File: config.mk
export PLATFORM = sky130hd
export DESIGN_NAME = obi_mem_arbiter
export DESIGN_NICKNAME = d
export VERILOG_FILES = /design/src/rtl/obi_mem_arbiter.sv
export SDC_FILE = /design/constraint.sdc
export NUM_CORES = 1
export LEC_CHECK = 0
export CAP_MARGIN = 10
export CORE_AREA = 2 2 124 126
export CTS_CLUSTER_DIAMETER = 50
export DETAILED_ROUTE_END_ITERATION = 8
export DIE_AREA = 0 0 126 128
export HOLD_SLACK_MARGIN = 0.15
export SLEW_MARGIN = 20
export SYNTH_ARGS = -nofsm -noshare
export SYNTH_HDL_FRONTEND = slang
export SYNTH_SLANG_ARGS = --single-unit
File: constraint.sdc
create_clock -name clk_i -period 2.5 [get_ports clk_i]
set_clock_uncertainty 0.05 [all_clocks]
set_input_delay 0.25 -clock clk_i [delete_from_list [all_inputs] [get_ports clk_i]]
set_output_delay 0.25 -clock clk_i [all_outputs]
set_load 0.05 [all_outputs]
File: src/rtl/obi_mem_arbiter.sv
// Two-master (insn = 0, data = 1) to one-slave OBI arbiter with an in-order ID FIFO for response routing.
// Define OBI_ARB_ROUND_ROBIN_EN for round-robin arbitration; otherwise master 1 has fixed priority.
module obi_mem_arbiter #(
    parameter int unsigned MAX_OUTSTANDING = 2
) (
    input  logic             clk_i,
    input  logic             rst_n_i,
    input  logic [1:0]       m_req_i,
    output logic [1:0]       m_gnt_o,
    input  logic [1:0][31:0] m_addr_i,
    input  logic [1:0]       m_we_i,
    input  logic [1:0][3:0]  m_be_i,
    input  logic [1:0][31:0] m_wdata_i,
    output logic [1:0]       m_rvalid_o,
    input  logic [1:0]       m_rready_i,
    output logic [1:0][31:0] m_rdata_o,
    output logic             s_req_o,
    input  logic             s_gnt_i,
    output logic [31:0]      s_addr_o,
    output logic             s_we_o,
    output logic [3:0]       s_be_o,
    output logic [31:0]      s_wdata_o,
    input  logic             s_rvalid_i,
    output logic             s_rready_o,
    input  logic [31:0]      s_rdata_i
);

    localparam int unsigned CW = $clog2(MAX_OUTSTANDING + 1);
    localparam int unsigned PW = (MAX_OUTSTANDING > 1) ? $clog2(MAX_OUTSTANDING) : 1;

    logic [CW-1:0]              cnt;
    logic [PW-1:0]              wr_ptr;
    logic [PW-1:0]              rd_ptr;
    logic [MAX_OUTSTANDING-1:0] id_fifo;
    logic                       lock;
    logic                       lock_id;
    logic                       winner;
    logic                       blocked;
    logic                       fifo_empty;
    logic                       head;
    logic                       push;
    logic                       pop;
`ifdef OBI_ARB_ROUND_ROBIN_EN
    logic                       rr_last;
`endif

    function automatic logic [PW-1:0] ptr_next(input logic [PW-1:0] p);
        logic [PW-1:0] n;
        if (p == PW'(MAX_OUTSTANDING - 1)) n = '0;
        else                               n = p + 1'b1;
        return n;
    endfunction

    // Blocking uses the registered count only, so a same-cycle pop never unblocks.
    assign blocked    = (cnt == CW'(MAX_OUTSTANDING));
    assign fifo_empty = (cnt == '0);
    assign head       = id_fifo[rd_ptr];

    always_comb begin
        winner = m_req_i[1];
        if (lock) begin
            winner = lock_id;
        end else if (&m_req_i) begin
`ifdef OBI_ARB_ROUND_ROBIN_EN
            winner = ~rr_last;
`else
            winner = 1'b1;
`endif
        end
    end

    assign s_req_o   = rst_n_i & ~blocked & (|m_req_i);
    assign s_addr_o  = m_addr_i[winner];
    assign s_we_o    = m_we_i[winner];
    assign s_be_o    = m_be_i[winner];
    assign s_wdata_o = m_wdata_i[winner];

    always_comb begin
        m_gnt_o         = '0;
        m_gnt_o[winner] = s_req_o & s_gnt_i;
    end

    // With nothing outstanding, stray responses are drained and not forwarded.
    assign s_rready_o = fifo_empty ? 1'b1 : m_rready_i[head];

    always_comb begin
        m_rvalid_o = '0;
        if (rst_n_i && !fifo_empty) m_rvalid_o[head] = s_rvalid_i;
    end

    assign m_rdata_o = {s_rdata_i, s_rdata_i};

    assign push = s_req_o & s_gnt_i;
    assign pop  = s_rvalid_i & s_rready_o & ~fifo_empty;

    always_ff @(posedge clk_i) begin
        if (push) id_fifo[wr_ptr] <= winner;
    end

    always_ff @(posedge clk_i) begin
        if (!rst_n_i) begin
            cnt     <= '0;
            wr_ptr  <= '0;
            rd_ptr  <= '0;
            lock    <= 1'b0;
            lock_id <= 1'b0;
`ifdef OBI_ARB_ROUND_ROBIN_EN
            rr_last <= 1'b1;
`endif
        end else begin
            if (push) wr_ptr <= ptr_next(wr_ptr);
            if (pop)  rd_ptr <= ptr_next(rd_ptr);
            case ({push, pop})
                2'b10:   cnt <= cnt + 1'b1;
                2'b01:   cnt <= cnt - 1'b1;
                default: cnt <= cnt;
            endcase
            if (s_req_o) begin
                lock    <= ~s_gnt_i;
                lock_id <= winner;
            end
`ifdef OBI_ARB_ROUND_ROBIN_EN
            if (push) rr_last <= winner;
`endif
        end
    end

`ifndef SYNTHESIS
    always_ff @(posedge clk_i) begin
        if (rst_n_i) begin
            assert (!(s_rvalid_i && fifo_empty))
                else $warning("obi_mem_arbiter: slave response with no outstanding transaction");
        end
    end
`endif

endmodule

==> Word-level counts from Yosys, hierarchy flattened <==
Cells that the tools add are included.
{ "word_totals": {"word_cells": 65, "register_bits": 8, "out_inout_bits": 139} }
{ "classes": {"muxes": 26, "order_cmp": 7, "bitwise": 10, "n_eq_ne": 3, "add_sub_neg": 4, "reduce_logical": 9} }
{ "op_table": {"columns": ["cell", "count"], "rows": [
  ["$mux 32", 4],
  ["$mux 1", 14],
  ["$lt 1x2->1 const B", 4],
  ["$mux 4", 2],
  ["$and 1x1->1", 5],
  ["$and 2x2->2", 2],
  ["$eq 2x2->1 const B", 2],
  ["$logic_and 1x1->1", 4],
  ["$pmux 2 s2", 1],
  ["$demux 1 s1", 3],
  ["$ge 1x1->1 const B", 3],
  ["$not 1->1", 3],
  ["$add 1x1->1 const B", 2],
  ["$add 2x1->2 const B", 1],
  ["$bwmux 2", 1],
  ["$eq 2x1->1 const B", 1],
  ["$logic_not 2->1", 1],
  ["$mux 2", 1],
  ["$reduce_and 2->1", 1],
  ["$reduce_bool 2->1", 1],
  ["$reduce_or 2->1", 1],
  ["$sub 2x1->2 const B", 1],
  ["$logic_not 1->1", 1]
]} }

==> Longest topological paths before layout <==
Gate-level depths: netlist of run 1.
{ "depth": {"depth_word": 9, "depth_mapped": 7} }

==> Worst setup path after synthesis of run 1 <==
OpenSTA, ideal clock, no wires.
{ "synth_timing": {"path_type": "flip-flop to output port", "startpoint": "register lock", "endpoint": "output port m_gnt_o[0]", "slack_ns": 0.587, "t_arrival_ns": 1.613, "n_path_buf": 1, "t_required_ns": 2.200, "stages_incl_launch_ff": 5, "path_cell_list": "dfxtp_1 > mux2i_4 > inv_2 > buf_4 > nor2_1"} }
{ "synth_via": {"elab_chain_cells": 6} }
{ "synth_lines": {"columns": ["item", "line", "rtl"], "rows": [
  ["start, declared", "35", "logic lock;"],
  ["start signal, assigned", "119", "lock <= ~s_gnt_i;"],
  ["$mux 1 (*)", "61", "if (lock) begin"],
  ["via winner", "37", "logic winner;"],
  ["$lt 1x2->1 (implied by the code) / $ge 1x1->1 (equally long branches)", "80", "m_gnt_o[winner] = s_req_o & s_gnt_i;"],
  ["$logic_and 1x1->1 (implied by the code)", "80", null],
  ["$mux 1 (implied by the code)", "80", null],
  ["$demux 1 s1 (*)", "80", null],
  ["$and 2x2->2 (no line) (*)", null, null],
  ["end, declared", "9", "output logic [1:0] m_gnt_o,"]
]} }
Mark *: on every way through the listed nets, which the timed path passes. The rest lies on a longest branch.

==> Worst setup path after layout of run 1 <==
{ "layout_timing": {"startpoint": "register rd_ptr", "endpoint": "output port s_rready_o"} }
{ "layout_via": {"elab_chain_cells": 5} }
{ "layout_lines": {"columns": ["item", "line", "rtl"], "rows": [
  ["start, declared", "33", "logic [PW-1:0] rd_ptr;"],
  ["start signal, assigned", "112", "if (pop) rd_ptr <= ptr_next(rd_ptr);"],
  ["$mux 1 (implied by the code) (2 in a row)", "57", "assign head = id_fifo[rd_ptr];"],
  ["$mux 1 (implied by the code) (2 in a row)", "84", "assign s_rready_o = fifo_empty ? 1'b1 : m_rready_i[head];"],
  ["$mux 1", "84", null],
  ["end, declared", "24", "output logic s_rready_o,"]
]} }
Every way passes these cells. The select of a mux whose other input is x is not followed.

==> results.sh, run 1 <==
export IMPL_status="finished clean"
export IMPL_fin_util=0.303
export IMPL_synth_top_cells_by_area="nand2_1, buf_4, dfxtp_1, edfxtp_1, buf_2"
export IMPL_grt_pass1_wl_mm=12.0
export IMPL_pwr_share_clk=0.131
export IMPL_slew_headroom=0.674
export IMPL_drive_gt1_frac=0.183
export IMPL_htreeDepth=1
export IMPL_grt_pass1_vias=2367
export IMPL_start_util=0.121
export IMPL_antenna_cells=0
export IMPL_core_um2=14900
export IMPL_hold_buffers=0
export IMPL_setup_violations=0
export IMPL_yosysTopAreaCell="nand2_1"
export IMPL_place_congestion=0.696
export IMPL_drv_cap=0
export IMPL_place_hpwl_mm=6.63
export IMPL_cpMaxStageDelayCell="clkdlybuf4s50_1"
export IMPL_avgSynthCellArea_um2=5.41
export IMPL_wire_per_inst_um=11.8
export IMPL_overflow=0
export IMPL_cts_tree="built"
export IMPL_power_frac_seq=0.079
export IMPL_tightest_slew_ns=0.487
export IMPL_vdd_drop_max_uv=214
export IMPL_root_buffer="clkbuf_16"
export IMPL_p_per_area_nw_per_um2=446
export IMPL_numCtsBuffers=3
export IMPL_clkTransAtPathRegs_ns=0.04
export IMPL_post_drt_via_cell_ratio=3.58
export IMPL_hold_worst_slack_ns=0.436
export IMPL_arrival_ns=1.95
export IMPL_drt_total_wl_mm=7.89
export IMPL_max_clock_freq_mhz=444
export IMPL_cpPeakStageDelay_ns=0.71
export IMPL_clkLatencyLatePin_ns=0.23
export IMPL_tns_ns=0
export IMPL_antenna_left=0
export IMPL_synth_nets=510
export IMPL_cp_required_ns=2.20
export IMPL_drt_iter0_drc=51
export IMPL_syn2layout_area_growth_pct=151
export IMPL_portBuffers=220
export IMPL_p_int_mw=1.13
export IMPL_crit_path_start_kind="flop"
export IMPL_grt_antenna_before_repair=0
export IMPL_post_cts_setup_buffers=0
export IMPL_leakagePower_nw=2.11
export IMPL_die_h_um=128
export IMPL_setup_ws_ns=0.248
export IMPL_swShare=0.436
export IMPL_fin_crit_sh=0.901
export IMPL_grt_total_usage=0.0905
export IMPL_ys_types=27
export IMPL_end_kind="output port"
export IMPL_combPwrFrac=0.789
export IMPL_synth_top_area_share=0.438
export IMPL_netlist_area_um2=1790
export IMPL_drv_slew=0
export IMPL_grt_max_degree=45
export IMPL_die_w_um=126
export IMPL_crit_path_max_fanout=4
export IMPL_first_pass_iters=4
export IMPL_drcViolationCount=0
export IMPL_die_area_um2=16100
export IMPL_num_rows=45
export IMPL_yosysWarnings=0
export IMPL_path_cells="mux2i_2 -> mux2i_1 -> o21ai_0 -> clkdlybuf4s50_1"
export IMPL_layout_nets=661
export IMPL_min_path_type="reg -> reg"
export IMPL_vias=2389
export IMPL_critical_path_class="reg -> out"
export IMPL_io_pins=317
export IMPL_syn_inst=331
export IMPL_cts_resized_gates=0
export IMPL_min_period_ns=2.25
export IMPL_switchingPower_mw=0.875
export IMPL_clkSinkCount=8
export IMPL_synth_seq_cells=8
export IMPL_cts_path_max_buffers=2
export IMPL_power_mw=2.01
export IMPL_place_ws_ns=0.422
export IMPL_rsz0062_at_grt="false"
export IMPL_hold_violations=0
export IMPL_yosysSeqAreaShare=0.101
==> kinds of logic (layout without fill, tap and decap cells) <==
logic type                 Yosys count  count (layout)  share of synthesized area
AOI/OAI and AO/OA                    9               9                     0.0342
xor gates and xnor gates             2               2                    0.00978
adders and majority gates            1               1                    0.00698
buffers and inverters               83             232                      0.328
DFF                                  8               8                      0.101
muxes                                6               6                     0.0426
and+or+nand+nor                    222             222                      0.478
==> layout by cell type, fill, tap and decap left out, types with 2 or more instances in the layout <==
cell type and count:
inv_1 2, nand2b_1 2, buf_4 7, clkbuf_16 3, o21ai_0 2, mux2i_1 4, clkdlybuf4s50_1 146, nor2_1 6
nand2_1 209, dfxtp_1 6, o211ai_1 3, buf_12 73, edfxtp_1 2
==> stage by stage <==
stage / instance area [um^2] / std cells
floorplan: 1790 / 331
global placement: 4430 / 665
detailed placement: 4430 / 665
CTS: 4500 / 668
global route: 4500 / 668
finish: 4500 / 668
==> critical path: cells and delay by family (launching register included) <==
family	cells	cell delay [ns]
AO/OA/AOI/OAI	1	0.10
buffers and inverters	1	0.71
flip-flops	1	0.35
multiplexers	2	0.57
==> state kept, by name, indices dropped and copies added, names as in the netlist <==
| signal | flops |
|---|---|
| cnt | 2 |
| id_fifo | 2 |
| lock | 1 |
| lock_id | 1 |
| rd_ptr | 1 |
| wr_ptr | 1 |
==> power groups by stage <==
stage                     registers, mW  clock network [mW]  logic (mW)
after floorplan                   0.155                   0       0.993
after global placement            0.161                   0        1.60
after detailed placement          0.162                   0        1.60
after CTS                         0.160               0.267        1.60
after global routing              0.161               0.273        1.66
final                             0.159               0.263        1.58
==> cells in the mapped netlist (all sizes together) <==
library cell  count
buf              79
nand4             1
xor2              1
clkbuf            1
xnor2             1
o211a             1
nor2              6
inv               3
or3               1
a211oi            1
dfxtp             6
ha                1
edfxtp            2
a31oi             1
mux2i             6
a21oi             1
or2               1
o21ai             2
nand2           209
nand2b            2
and3              2
o211ai            3
==> cell type report <==
class / count / area (um^2)
Clock buffer: 3 / 75.1
Fill cell: 1606 / 10400
Inverter: 3 / 11.3
Multi-Input combinational cell: 240 / 1020
Sequential cell: 8 / 180
Tap cell: 188 / 235
Timing Repair Buffer: 226 / 2980
==> worst paths after layout <==
path | startpoint | endpoint | slack (ns) | depth (start not counted)
min reg2reg | wr_ptr$_SDFFE_PN0N_ | wr_ptr$_SDFFE_PN0N_ | 0.44 | 1
max reg2reg | rd_ptr$_SDFFE_PN0P_ | cnt[1]$_SDFFE_PN0P_ | 0.50 | 5
min | wr_ptr$_SDFFE_PN0N_ | wr_ptr$_SDFFE_PN0N_ | 0.44 | 1
max | rd_ptr$_SDFFE_PN0P_ | s_rready_o | 0.25 | 4
==> per-layer routing <==
layer	vias up	global-route usage	wire, um
met2	149	0.159	3960
met4	0	0.0375	265
met5	-	0	0
li1	1238	-	-
met3	30	0.0234	767
met1	972	0.104	2900
Note: power is estimated with default switching activity, not from simulation.
==> inputs of run 2 (changes only) <==
CELL_PAD_IN_SITES_DETAIL_PLACEMENT = 0   (was default)
CELL_PAD_IN_SITES_GLOBAL_PLACEMENT = 1   (was default)
CORE_AREA = default   (was 2 2 124 126)
CORE_MARGIN = 1   (was default)
CORE_UTILIZATION = 11   (was default)
DIE_AREA = default   (was 0 0 126 128)
PLACE_DENSITY_LB_ADDON = 0.1   (was default)
==> results.sh, run 2 (synthesis gave the netlist of run 1 again) <==
export IMPL_met3_wirelength_um=827
export IMPL_end_kind="output port"
export IMPL_cts_path_max_buffers=2
export IMPL_clkLatencyLatePin_ns=0.24
export IMPL_final_cell_area_um2=4540
export IMPL_r2r_start="rd_ptr$_SDFFE_PN0P_"
export IMPL_num_rows=46
export IMPL_tns_ns=0
export IMPL_drive_gt1_frac=0.183
export IMPL_drv_cap=0
export IMPL_hold_depth=2
export IMPL_grt_antenna_before_repair=0
export IMPL_leakagePower_nw=2.10
export IMPL_drt_total_wl_mm=8.44
export IMPL_htreeDepth=1
export IMPL_grt_max_degree=47
export IMPL_fin_util=0.286
export IMPL_hold_violations=0
export IMPL_layout_nets=662
export IMPL_highest_layer="met4"
export IMPL_max_clock_freq_mhz=442
export IMPL_grt_total_usage=0.0944
export IMPL_min_period_ns=2.26
export IMPL_r2r_slack_ns=0.52
export IMPL_portBuffers=220
export IMPL_wl_met2_mm=4.65
export IMPL_reg_largest_list="cnt: 2 flops, id_fifo: 2 flops"
export IMPL_vias=2429
export IMPL_first_pass_iters=4
export IMPL_placedCellCount=694
export IMPL_cts_resized_gates=0
export IMPL_p_per_area_nw_per_um2=447
export IMPL_cts_tree="built"
export IMPL_crit_path_max_fanout=4
export IMPL_grt_pass1_vias=2412
export IMPL_grt_pass1_wl_mm=12.3
export IMPL_hold_buffers=0
export IMPL_die_h_um=130
export IMPL_core_um2=15900
export IMPL_drv_slew=0
export IMPL_numCtsBuffers=3
export IMPL_die_area_um2=16800
export IMPL_post_drt_via_cell_ratio=3.48
export IMPL_fin_cells=698
export IMPL_die_w_um=130
export IMPL_wl_met1_mm=2.83
export IMPL_reg2reg_to="cnt[1]$_SDFFE_PN0P_"
export IMPL_place_area_um2=4460
export IMPL_tightest_slew_ns=0.490
export IMPL_final_cell_mix="nand2_1, clkdlybuf4s50_1, buf_12"
export IMPL_vdd_drop_max_uv=164
export IMPL_io_pins=317
export IMPL_clkSinkCount=8
export IMPL_post_cts_setup_buffers=0
export IMPL_rsz0062_at_grt="false"
export IMPL_drcViolationCount=0
export IMPL_antenna_cells=0
export IMPL_status="finished clean"
export IMPL_place_ws_ns=0.257
export IMPL_place_congestion=0.641
export IMPL_wire_per_inst_um=12.1
export IMPL_syn2layout_area_growth_pct=153
export IMPL_holdPathEnd="rd_ptr$_SDFFE_PN0P_"
export IMPL_setup_ws_ns=0.238
export IMPL_fin_crit_sh=0.905
export IMPL_slew_headroom=0.672
export IMPL_setup_violations=0
export IMPL_start_util=0.113
export IMPL_drt_iter0_drc=59
export IMPL_crit_path_start_kind="flop"
export IMPL_min_path_type="reg -> reg"
export IMPL_overflow=0
export IMPL_cp_required_ns=2.20
export IMPL_clkTransAtPathRegs_ns=0.04
export IMPL_layout_commonest_cell="nand2_1"
export IMPL_root_buffer="clkbuf_16"
export IMPL_hp_start="rd_ptr$_SDFFE_PN0P_"
export IMPL_ff2ff_path_depth=5
export IMPL_arrival_ns=1.96
export IMPL_place_hpwl_mm=7.04
export IMPL_critical_path_class="reg -> out"
export IMPL_antenna_left=0
run 2: worst max path at each step:
| stage | from | end | slack (ns) | cells after the start |
|---|---|---|---|---|
| 3_3_place_gp | m_req_i[1] | s_req_o | 0.26 | 4 |
| 2_1_floorplan | lock$_SDFFE_PN0N_ | m_gnt_o[0] | 0.59 | 4 |
| 5_1_grt | rd_ptr$_SDFFE_PN0P_ | s_rready_o | 0.12 | 4 |
| 3_5_place_dp | m_req_i[1] | s_req_o | 0.26 | 4 |
| 6_report | rd_ptr$_SDFFE_PN0P_ | s_rready_o | 0.24 | 4 |
| 4_1_cts | rd_ptr$_SDFFE_PN0P_ | s_rready_o | 0.22 | 4 |
run 2: report_power, final:
| group | switching [mW] | internal [mW] | total, mW |
|---|---|---|---|
| logic | 0.810 | 0.775 | 1.59 |
| clock network | 0.0692 | 0.213 | 0.282 |
| registers | 0.0141 | 0.146 | 0.160 |
| total | 0.893 | 1.13 | 2.03 |
run 2: cell type report:
cell class                      count  area (um^2)
Timing Repair Buffer              227         2970
Sequential cell                     8          180
Inverter                            3         11.3
Fill cell                        1718        11300
Tap cell                          216          270
Clock buffer                        4         78.8
Multi-Input combinational cell    240         1020
run 2: worst max-delay path, stage by stage, from the launching register on:
cell,delay [ns]
dfxtp_1,0.36
mux2i_2,0.34
mux2i_1,0.11
o21ai_0,0.09
clkdlybuf4s50_1,0.83
run 2: per-stage QoR:
stage / hold slack [ns] / power, mW
4_1_cts: 0.446 / 2.06
2_1_floorplan: 0.396 / 1.15
3_3_place_gp: 0.415 / 1.77
3_5_place_dp: 0.441 / 1.77
6_report: 0.438 / 2.03
5_1_grt: 0.450 / 2.13
run 2: routing by layer:
| metal | GRT usage | vias to the layer above |
|---|---|---|
| met1 | 0.0932 | 1040 |
| met5 | 0 | - |
| met2 | 0.187 | 127 |
| li1 | - | 1242 |
| met3 | 0.0297 | 20 |
| met4 | 0.0267 | 0 |
